File: config.mk
export PLATFORM = sky130hd
export DESIGN_NAME = seg_display_arbiter_flat
export DESIGN_NICKNAME = d
export VERILOG_FILES = /design/src/rtl/seg_display_arbiter_if.sv /design/src/rtl/seg_display_arbiter.sv /design/src/flat_wrapper.sv
export SDC_FILE = /design/constraint.sdc
export NUM_CORES = 1
export LEC_CHECK = 0
export ABC_CLOCK_PERIOD_IN_PS = 3000
export CORE_MARGIN = 1
export CORE_UTILIZATION = 50
export DETAILED_ROUTE_END_ITERATION = 8
export PLACE_DENSITY = 0.77
export SLEW_MARGIN = 20
export SYNTH_ARGS = -nofsm -noshare
export SYNTH_HDL_FRONTEND = slang
export SYNTH_SLANG_ARGS = --single-unit
File: constraint.sdc
create_clock -name clk -period 3 [get_ports clk]
set_clock_uncertainty 0.1 [all_clocks]
set_input_delay 0.6 -clock clk [delete_from_list [all_inputs] [get_ports clk]]
set_output_delay 0.6 -clock clk [all_outputs]
set_load 0.02 [all_outputs]
File: src/rtl/seg_display_arbiter_if.sv
// Bundles the requester side and seg7 side of the display arbiter.
// The master drives requests and the dwell select; the slave is the arbiter.
interface seg_display_arbiter_if #(
  parameter int unsigned NUM_REQ = 4
);
  logic [NUM_REQ-1:0]   req;
  logic [4*NUM_REQ-1:0] req_digit;
  logic [7:0]           dwell_sel;
  logic [NUM_REQ-1:0]   grant;
  logic [3:0]           seg_digit;
  logic                 seg_blank;
  logic                 dwell_tick;

  modport master (
    output req, req_digit, dwell_sel,
    input  grant, seg_digit, seg_blank, dwell_tick
  );

  modport slave (
    input  req, req_digit, dwell_sel,
    output grant, seg_digit, seg_blank, dwell_tick
  );
endinterface

File: src/rtl/seg_display_arbiter.sv
// Round-robin owner of the single seg7 digit path with a minimum dwell per grant.
// Define SEG_ARB_PREEMPT_EN to make requester 0 high priority (preempts other owners).
module seg_display_arbiter #(
  parameter int unsigned        NUM_REQ       = 4,
  parameter int unsigned        DWELL_W       = 24,
  parameter logic [DWELL_W-1:0] DEFAULT_DWELL = DWELL_W'(24'd10_000_000)
) (
  input logic                   clk,
  input logic                   rst_n,
  input logic                   ena,
  seg_display_arbiter_if.slave  bus
);
  localparam int unsigned PTR_W = (NUM_REQ > 1) ? $clog2(NUM_REQ) : 1;

  typedef enum logic [0:0] {StIdle, StShow} state_e;

  state_e               state_q, state_d;
  logic [DWELL_W-1:0]   cnt_q, cnt_d;
  logic [PTR_W-1:0]     ptr_q, ptr_d;
  logic [NUM_REQ-1:0]   grant_q, grant_d;
  logic [3:0]           digit_q, digit_d;
  logic                 blank_q, blank_d;
  logic                 tick_q, tick_d;

  logic [DWELL_W-1:0]   cmp;
  logic [PTR_W-1:0]     cand;
  logic [PTR_W-1:0]     win_idx;
  logic                 win_found;
  logic                 expire;
  logic                 owner_req;
  logic                 others_req;
  logic                 preempt;

  always_comb begin
    cmp = (bus.dwell_sel == 8'd0) ? DEFAULT_DWELL : DWELL_W'({bus.dwell_sel, 10'b0});
  end

  // Search starts one past the last winner so every requester gets a turn.
  always_comb begin
    cand      = '0;
    win_idx   = '0;
    win_found = 1'b0;
    for (int unsigned i = 1; i <= NUM_REQ; i++) begin
      cand = PTR_W'((32'(ptr_q) + i) % NUM_REQ);
      if (!win_found && bus.req[cand]) begin
        win_found = 1'b1;
        win_idx   = cand;
      end
    end
`ifdef SEG_ARB_PREEMPT_EN
    if (bus.req[0]) begin
      win_found = 1'b1;
      win_idx   = '0;
    end
`endif
  end

  assign expire     = (cnt_q == cmp);
  assign owner_req  = bus.req[ptr_q];
  assign others_req = |(bus.req & ~grant_q);

`ifdef SEG_ARB_PREEMPT_EN
  assign preempt = bus.req[0] && (ptr_q != '0);
`else
  assign preempt = 1'b0;
`endif

  always_comb begin
    state_d = state_q;
    cnt_d   = cnt_q;
    ptr_d   = ptr_q;
    grant_d = grant_q;
    digit_d = digit_q;
    blank_d = blank_q;
    tick_d  = 1'b0;
    if (ena) begin
      unique case (state_q)
        StIdle: begin
          if (win_found) begin
            state_d          = StShow;
            grant_d          = '0;
            grant_d[win_idx] = 1'b1;
            digit_d          = bus.req_digit[{win_idx, 2'b00} +: 4];
            blank_d          = 1'b0;
            cnt_d            = '0;
            ptr_d            = win_idx;
          end
        end
        StShow: begin
          cnt_d = cnt_q + 1'b1;
          if (preempt) begin
            state_d = StIdle;
            grant_d = '0;
            blank_d = 1'b1;
          end else if (expire) begin
            tick_d = 1'b1;
            if (others_req || !owner_req) begin
              state_d = StIdle;
              grant_d = '0;
              blank_d = 1'b1;
            end else begin
              cnt_d   = '0;
              digit_d = bus.req_digit[{ptr_q, 2'b00} +: 4];
            end
          end else if (!owner_req) begin
            state_d = StIdle;
            grant_d = '0;
            blank_d = 1'b1;
          end
        end
        default: state_d = StIdle;
      endcase
    end
  end

  always_ff @(posedge clk) begin
    if (!rst_n) begin
      state_q <= StIdle;
      cnt_q   <= '0;
      ptr_q   <= PTR_W'(NUM_REQ - 1);
      grant_q <= '0;
      digit_q <= 4'd0;
      blank_q <= 1'b1;
      tick_q  <= 1'b0;
    end else begin
      state_q <= state_d;
      cnt_q   <= cnt_d;
      ptr_q   <= ptr_d;
      grant_q <= grant_d;
      digit_q <= digit_d;
      blank_q <= blank_d;
      tick_q  <= tick_d;
    end
  end

  assign bus.grant      = grant_q;
  assign bus.seg_digit  = digit_q;
  assign bus.seg_blank  = blank_q;
  assign bus.dwell_tick = tick_q;
endmodule

File: src/flat_wrapper.sv
// flat-port wrapper written by rule: the top's interface ports become plain ports
module seg_display_arbiter_flat 
#(
  parameter int unsigned        NUM_REQ       = 4,
  parameter int unsigned        DWELL_W       = 24,
  parameter logic [DWELL_W-1:0] DEFAULT_DWELL = DWELL_W'(24'd10_000_000)
)
  (clk, rst_n, ena, bus_req, bus_req_digit, bus_dwell_sel, bus_grant, bus_seg_digit, bus_seg_blank, bus_dwell_tick);
  seg_display_arbiter_if #(.NUM_REQ(NUM_REQ)) bus_i ();
  input logic clk;
  input logic rst_n;
  input logic ena;
  input wire logic [$bits(bus_i.req)-1:0] bus_req;
  input wire logic [$bits(bus_i.req_digit)-1:0] bus_req_digit;
  input wire logic [$bits(bus_i.dwell_sel)-1:0] bus_dwell_sel;
  output wire logic [$bits(bus_i.grant)-1:0] bus_grant;
  output wire logic [$bits(bus_i.seg_digit)-1:0] bus_seg_digit;
  output wire logic [$bits(bus_i.seg_blank)-1:0] bus_seg_blank;
  output wire logic [$bits(bus_i.dwell_tick)-1:0] bus_dwell_tick;
  assign bus_i.req = bus_req;
  assign bus_i.req_digit = bus_req_digit;
  assign bus_i.dwell_sel = bus_dwell_sel;
  assign bus_grant = bus_i.grant;
  assign bus_seg_digit = bus_i.seg_digit;
  assign bus_seg_blank = bus_i.seg_blank;
  assign bus_dwell_tick = bus_i.dwell_tick;
  seg_display_arbiter #(.NUM_REQ(NUM_REQ), .DWELL_W(DWELL_W), .DEFAULT_DWELL(DEFAULT_DWELL)) u_core (.clk(clk), .rst_n(rst_n), .ena(ena), .bus(bus_i));
endmodule
==> flow_metrics.py <==
metrics = {
    "floorplan": {
        "die_height_um": 67.9,
        "ioPinCount": 41,
        "dieArea_sq_um": 4610,
        "initial_utilization_pct": 53.2,
        "die_w_um": 67.9,
        "coreArea_sq_um": 4090,
        "rows": 23,
    },
    "global_route": {
        "gr-total-overflow": 0,
        "track_usage_pct": 24.0,
        "antenna_found_initial": 0,
        "grt_pass1_wl_um": 8320,
        "grt_max_degree": 25,
        "grt_pass1_vias": 1857,
    },
    "logic_synthesis": {
        "yosysSeqAreaShare_pct": 34.1,
        "synth_seq_cells": 37,
        "synth_nets": 290,
        "synthCells": 257,
        "syn-mean-instance-area_sq_um": 8.46,
        "ys_warn_count": 0,
        "syn_area_sq_um": 2170,
        "synth_cell_type_count": 44,
    },
    "critical_path": {
        "crit_path_max_incr_delay_ns": 0.56,
        "reg2reg_depth": 6,
        "startpoint_type": "input pin",
        "required_ns": 3.07,
        "path_cells": "clkdlybuf4s50_1 > nor4_1 > nand2_1 > mux2_2 > or4_4 > nand3_4 > nor2_1",
        "critPathKind": "in2reg",
        "cpMaxStageDelayCell": "or4_4",
        "worstPathMaxFanout": 24,
        "endpoint_kind": "flip-flop",
        "crit_arrival_ns": 2.79,
    },
    "timing": {
        "worst_slew_margin_rel_pct": 62.4,
        "rsz0062_at_grt": "false",
        "setup_violations": 0,
        "hold_violations": 0,
        "max_slew.worst_pin.slew_ns": 0.548,
        "period_share_pct": 90.6,
        "timing.fmax_mhz": 368,
        "setup_tns_ns": 0,
        "drv_slew": 0,
        "period_needed_ns": 2.72,
    },
    "flow_run": {
        "maxCapViolCount": 0,
    },
    "power_and_ir_drop": {
        "p_sw_share_pct": 27.8,
        "cellPowerDensity_nw_per_um2": 394,
        "p_leak_nw": 1.06,
        "seqPwrFrac_pct": 47.7,
        "pwr-share-comb_pct": 21.2,
        "switchingPower_w": 0.000306,
        "power_frac_clock_pct": 31.1,
        "max-vdd-ir-drop_v": 0.000279,
        "power.internal_w": 0.000793,
    },
    "clocking": {
        "ctsResizeCount": 0,
        "numCtsBuffers": 5,
        "holdBufCountCts": 0,
        "clk_latency_ns": 0.29,
        "clock_path_buffers": 2,
        "clock-root-buffer": "clkbuf_8",
        "htree_num_levels": 2,
        "clock_sinks": 37,
        "cts_tree": "done",
        "postCtsSetupRepairBufs": 0,
        "clkTransAtPathRegs_ns": 0.08,
    },
    "placement": {
        "hpwl_um": 3740,
        "place.gp.congestion": 0.815,
        "portBuffers": 40,
    },
    "finish": {
        "layout-drive-gt1-share_pct": 10.5,
        "finalNetCount": 345,
        "area_growth_pct": 28.2,
        "fillers": 351,
        "n_antenna_cell": 0,
        "final_util_pct": 68.2,
    },
    "worst_hold_path": {
        "whs_path_depth": 2,
        "hold_class": "reg2reg",
    },
    "detailed_routing": {
        "drt_iter0_drc": 111,
        "vias": 2013,
        "wl_per_cell_um": 13.3,
        "viasPerCell": 5.55,
        "wl_um": 4840,
        "drc": 0,
        "drt_pre_antenna_iters": 4,
        "ant_nets": 0,
    },
    "status": {
        "status": "finished clean",
    },
}
power groups by stage:
stage,clock network (W),registers [W],logic (W)
finish,0.000342,0.000524,0.000232
global route,0.000370,0.000526,0.000255
CTS,0.000353,0.000524,0.000234
detailed placement,0,0.000535,0.000232
global placement,0,0.000535,0.000230
floorplan,0,0.000540,0.000129
critical path, delay by kind of cell:
family | cells | cell delay [ns]
simple gates | 5 | 1.40
buf+inv | 1 | 0.47
mux | 1 | 0.31
area by class of cell:
class	count	area (sq um)	area share [%]
Tap cell	50	62.6	2.25
Sequential cell	37	741	26.6
Clock buffer	7	76.3	2.74
Multi-Input combinational cell	202	1340	48.1
Clock inverter	1	7.51	0.269
Timing Repair Buffer	56	520	18.7
Inverter	10	37.5	1.35
worst paths after layout:
path	endpoint	slack (ns)	from
worst max-delay path	u_core.cnt_q[4]	0.28	bus_dwell_sel[3]
worst min-delay path	u_core.bus.grant[3]	0.39	u_core.bus.grant[3]
worst max register to register	u_core.cnt_q[4]	0.65	u_core.cnt_q[21]
worst min register to register	u_core.bus.grant[3]	0.39	u_core.bus.grant[3]
metrics by stage:
step / total power (W) / hold slack, ns / worst slack [ns] / instance area (sq um) / std cells
after floorplan: 0.000669 / 0.385 / 0.546 / 2170 / 257
after global placement: 0.000764 / 0.359 / 0.0221 / 2700 / 355
after detailed placement: 0.000767 / 0.364 / -0.0176 / 2700 / 355
after CTS: 0.00111 / 0.391 / 0.290 / 2790 / 363
after global routing: 0.00115 / 0.402 / 0.122 / 2790 / 363
final: 0.00110 / 0.388 / 0.281 / 2790 / 363
synthesized netlist by cell type:
| cell type | count | area [sq um] |
|---|---|---|
| mux2i_1 | 19 | 190 |
| and4_1 | 3 | 26.3 |
| nand2_1 | 27 | 101 |
| xor2_1 | 17 | 149 |
| ha_1 | 2 | 25.0 |
| clkbuf_1 | 4 | 15.0 |
| o21ai_2 | 1 | 8.76 |
| or4_1 | 2 | 15.0 |
| or3_1 | 2 | 12.5 |
| nand2b_1 | 3 | 18.8 |
| xnor2_1 | 11 | 96.3 |
| o21ai_1 | 1 | 5.00 |
| nor4b_2 | 1 | 15.0 |
| or4_4 | 1 | 11.3 |
| mux2_2 | 1 | 11.3 |
| nand3_1 | 11 | 55.1 |
| o21a_1 | 1 | 7.51 |
| and3_2 | 1 | 7.51 |
| o2111ai_1 | 1 | 8.76 |
| and3_1 | 3 | 18.8 |
| nor2b_1 | 6 | 37.5 |
| nor4_2 | 1 | 12.5 |
| nand3_4 | 1 | 17.5 |
| nor3_2 | 1 | 10.0 |
| a211o_1 | 2 | 17.5 |
| clkbuf_2 | 1 | 5.00 |
| nor3b_1 | 1 | 7.51 |
| o41ai_1 | 1 | 8.76 |
| o21ai_0 | 1 | 5.00 |
| a2111oi_0 | 1 | 8.76 |
| o2111ai_2 | 1 | 15.0 |
| inv_1 | 10 | 37.5 |
| nor2_1 | 37 | 139 |
| nor4_1 | 8 | 50.1 |
| a311oi_4 | 1 | 26.3 |
| a31o_1 | 3 | 26.3 |
| dfxtp_1 | 37 | 741 |
| o211ai_1 | 5 | 37.5 |
| a21oi_1 | 5 | 25.0 |
| nor3_1 | 10 | 50.1 |
| o221ai_1 | 2 | 17.5 |
| buf_6 | 3 | 33.8 |
| nand4_1 | 6 | 37.5 |
| a31o_2 | 1 | 8.76 |
cells in the final DEF (no fill, tap or decap), types with 2 or more instances in the layout:
master            n
a211o_1           2
a21oi_1           5
a31o_1            3
and3_1            3
and4_1            3
buf_4            16
clkbuf_1          2
clkbuf_8          5
clkdlybuf4s50_1  40
dfxtp_1          37
ha_1              2
inv_1            10
mux2i_1          19
nand2_1          27
nand2b_1          3
nand3_1          11
nand4_1           6
nor2_1           37
nor2b_1           6
nor3_1           10
nor4_1            8
o211ai_1          5
o221ai_1          2
or3_1             2
or4_1             2
xnor2_1          11
xor2_1           17
metal layers:
layer | track usage, % | wire, um
met5 | 0 | 0
met4 | 8.07 | 48
met3 | 6.33 | 264
met2 | 41.5 | 2410
met1 | 28.3 | 2130
registers in the layout, indices dropped and copies added (netlist names):
signal and flops:
u_core.ptr_q 2, u_core.bus.seg_digit 4, u_core.bus.seg_blank 1, u_core.bus.dwell_tick 1, u_core.state_q 1, u_core.bus.grant 4
u_core.cnt_q 24
kinds of logic (layout without fill, tap and decap cells):
group	after synthesis	in the layout	synth area share, %
buf+inv	18	74	4.20
compound gates	27	27	10.4
flops	37	37	34.1
mux	20	20	9.27
xor+xnor	28	28	11.3
simple gates	125	125	29.6
fa+ha+maj	2	2	1.15
Note: power is estimated with default switching activity, not from simulation.
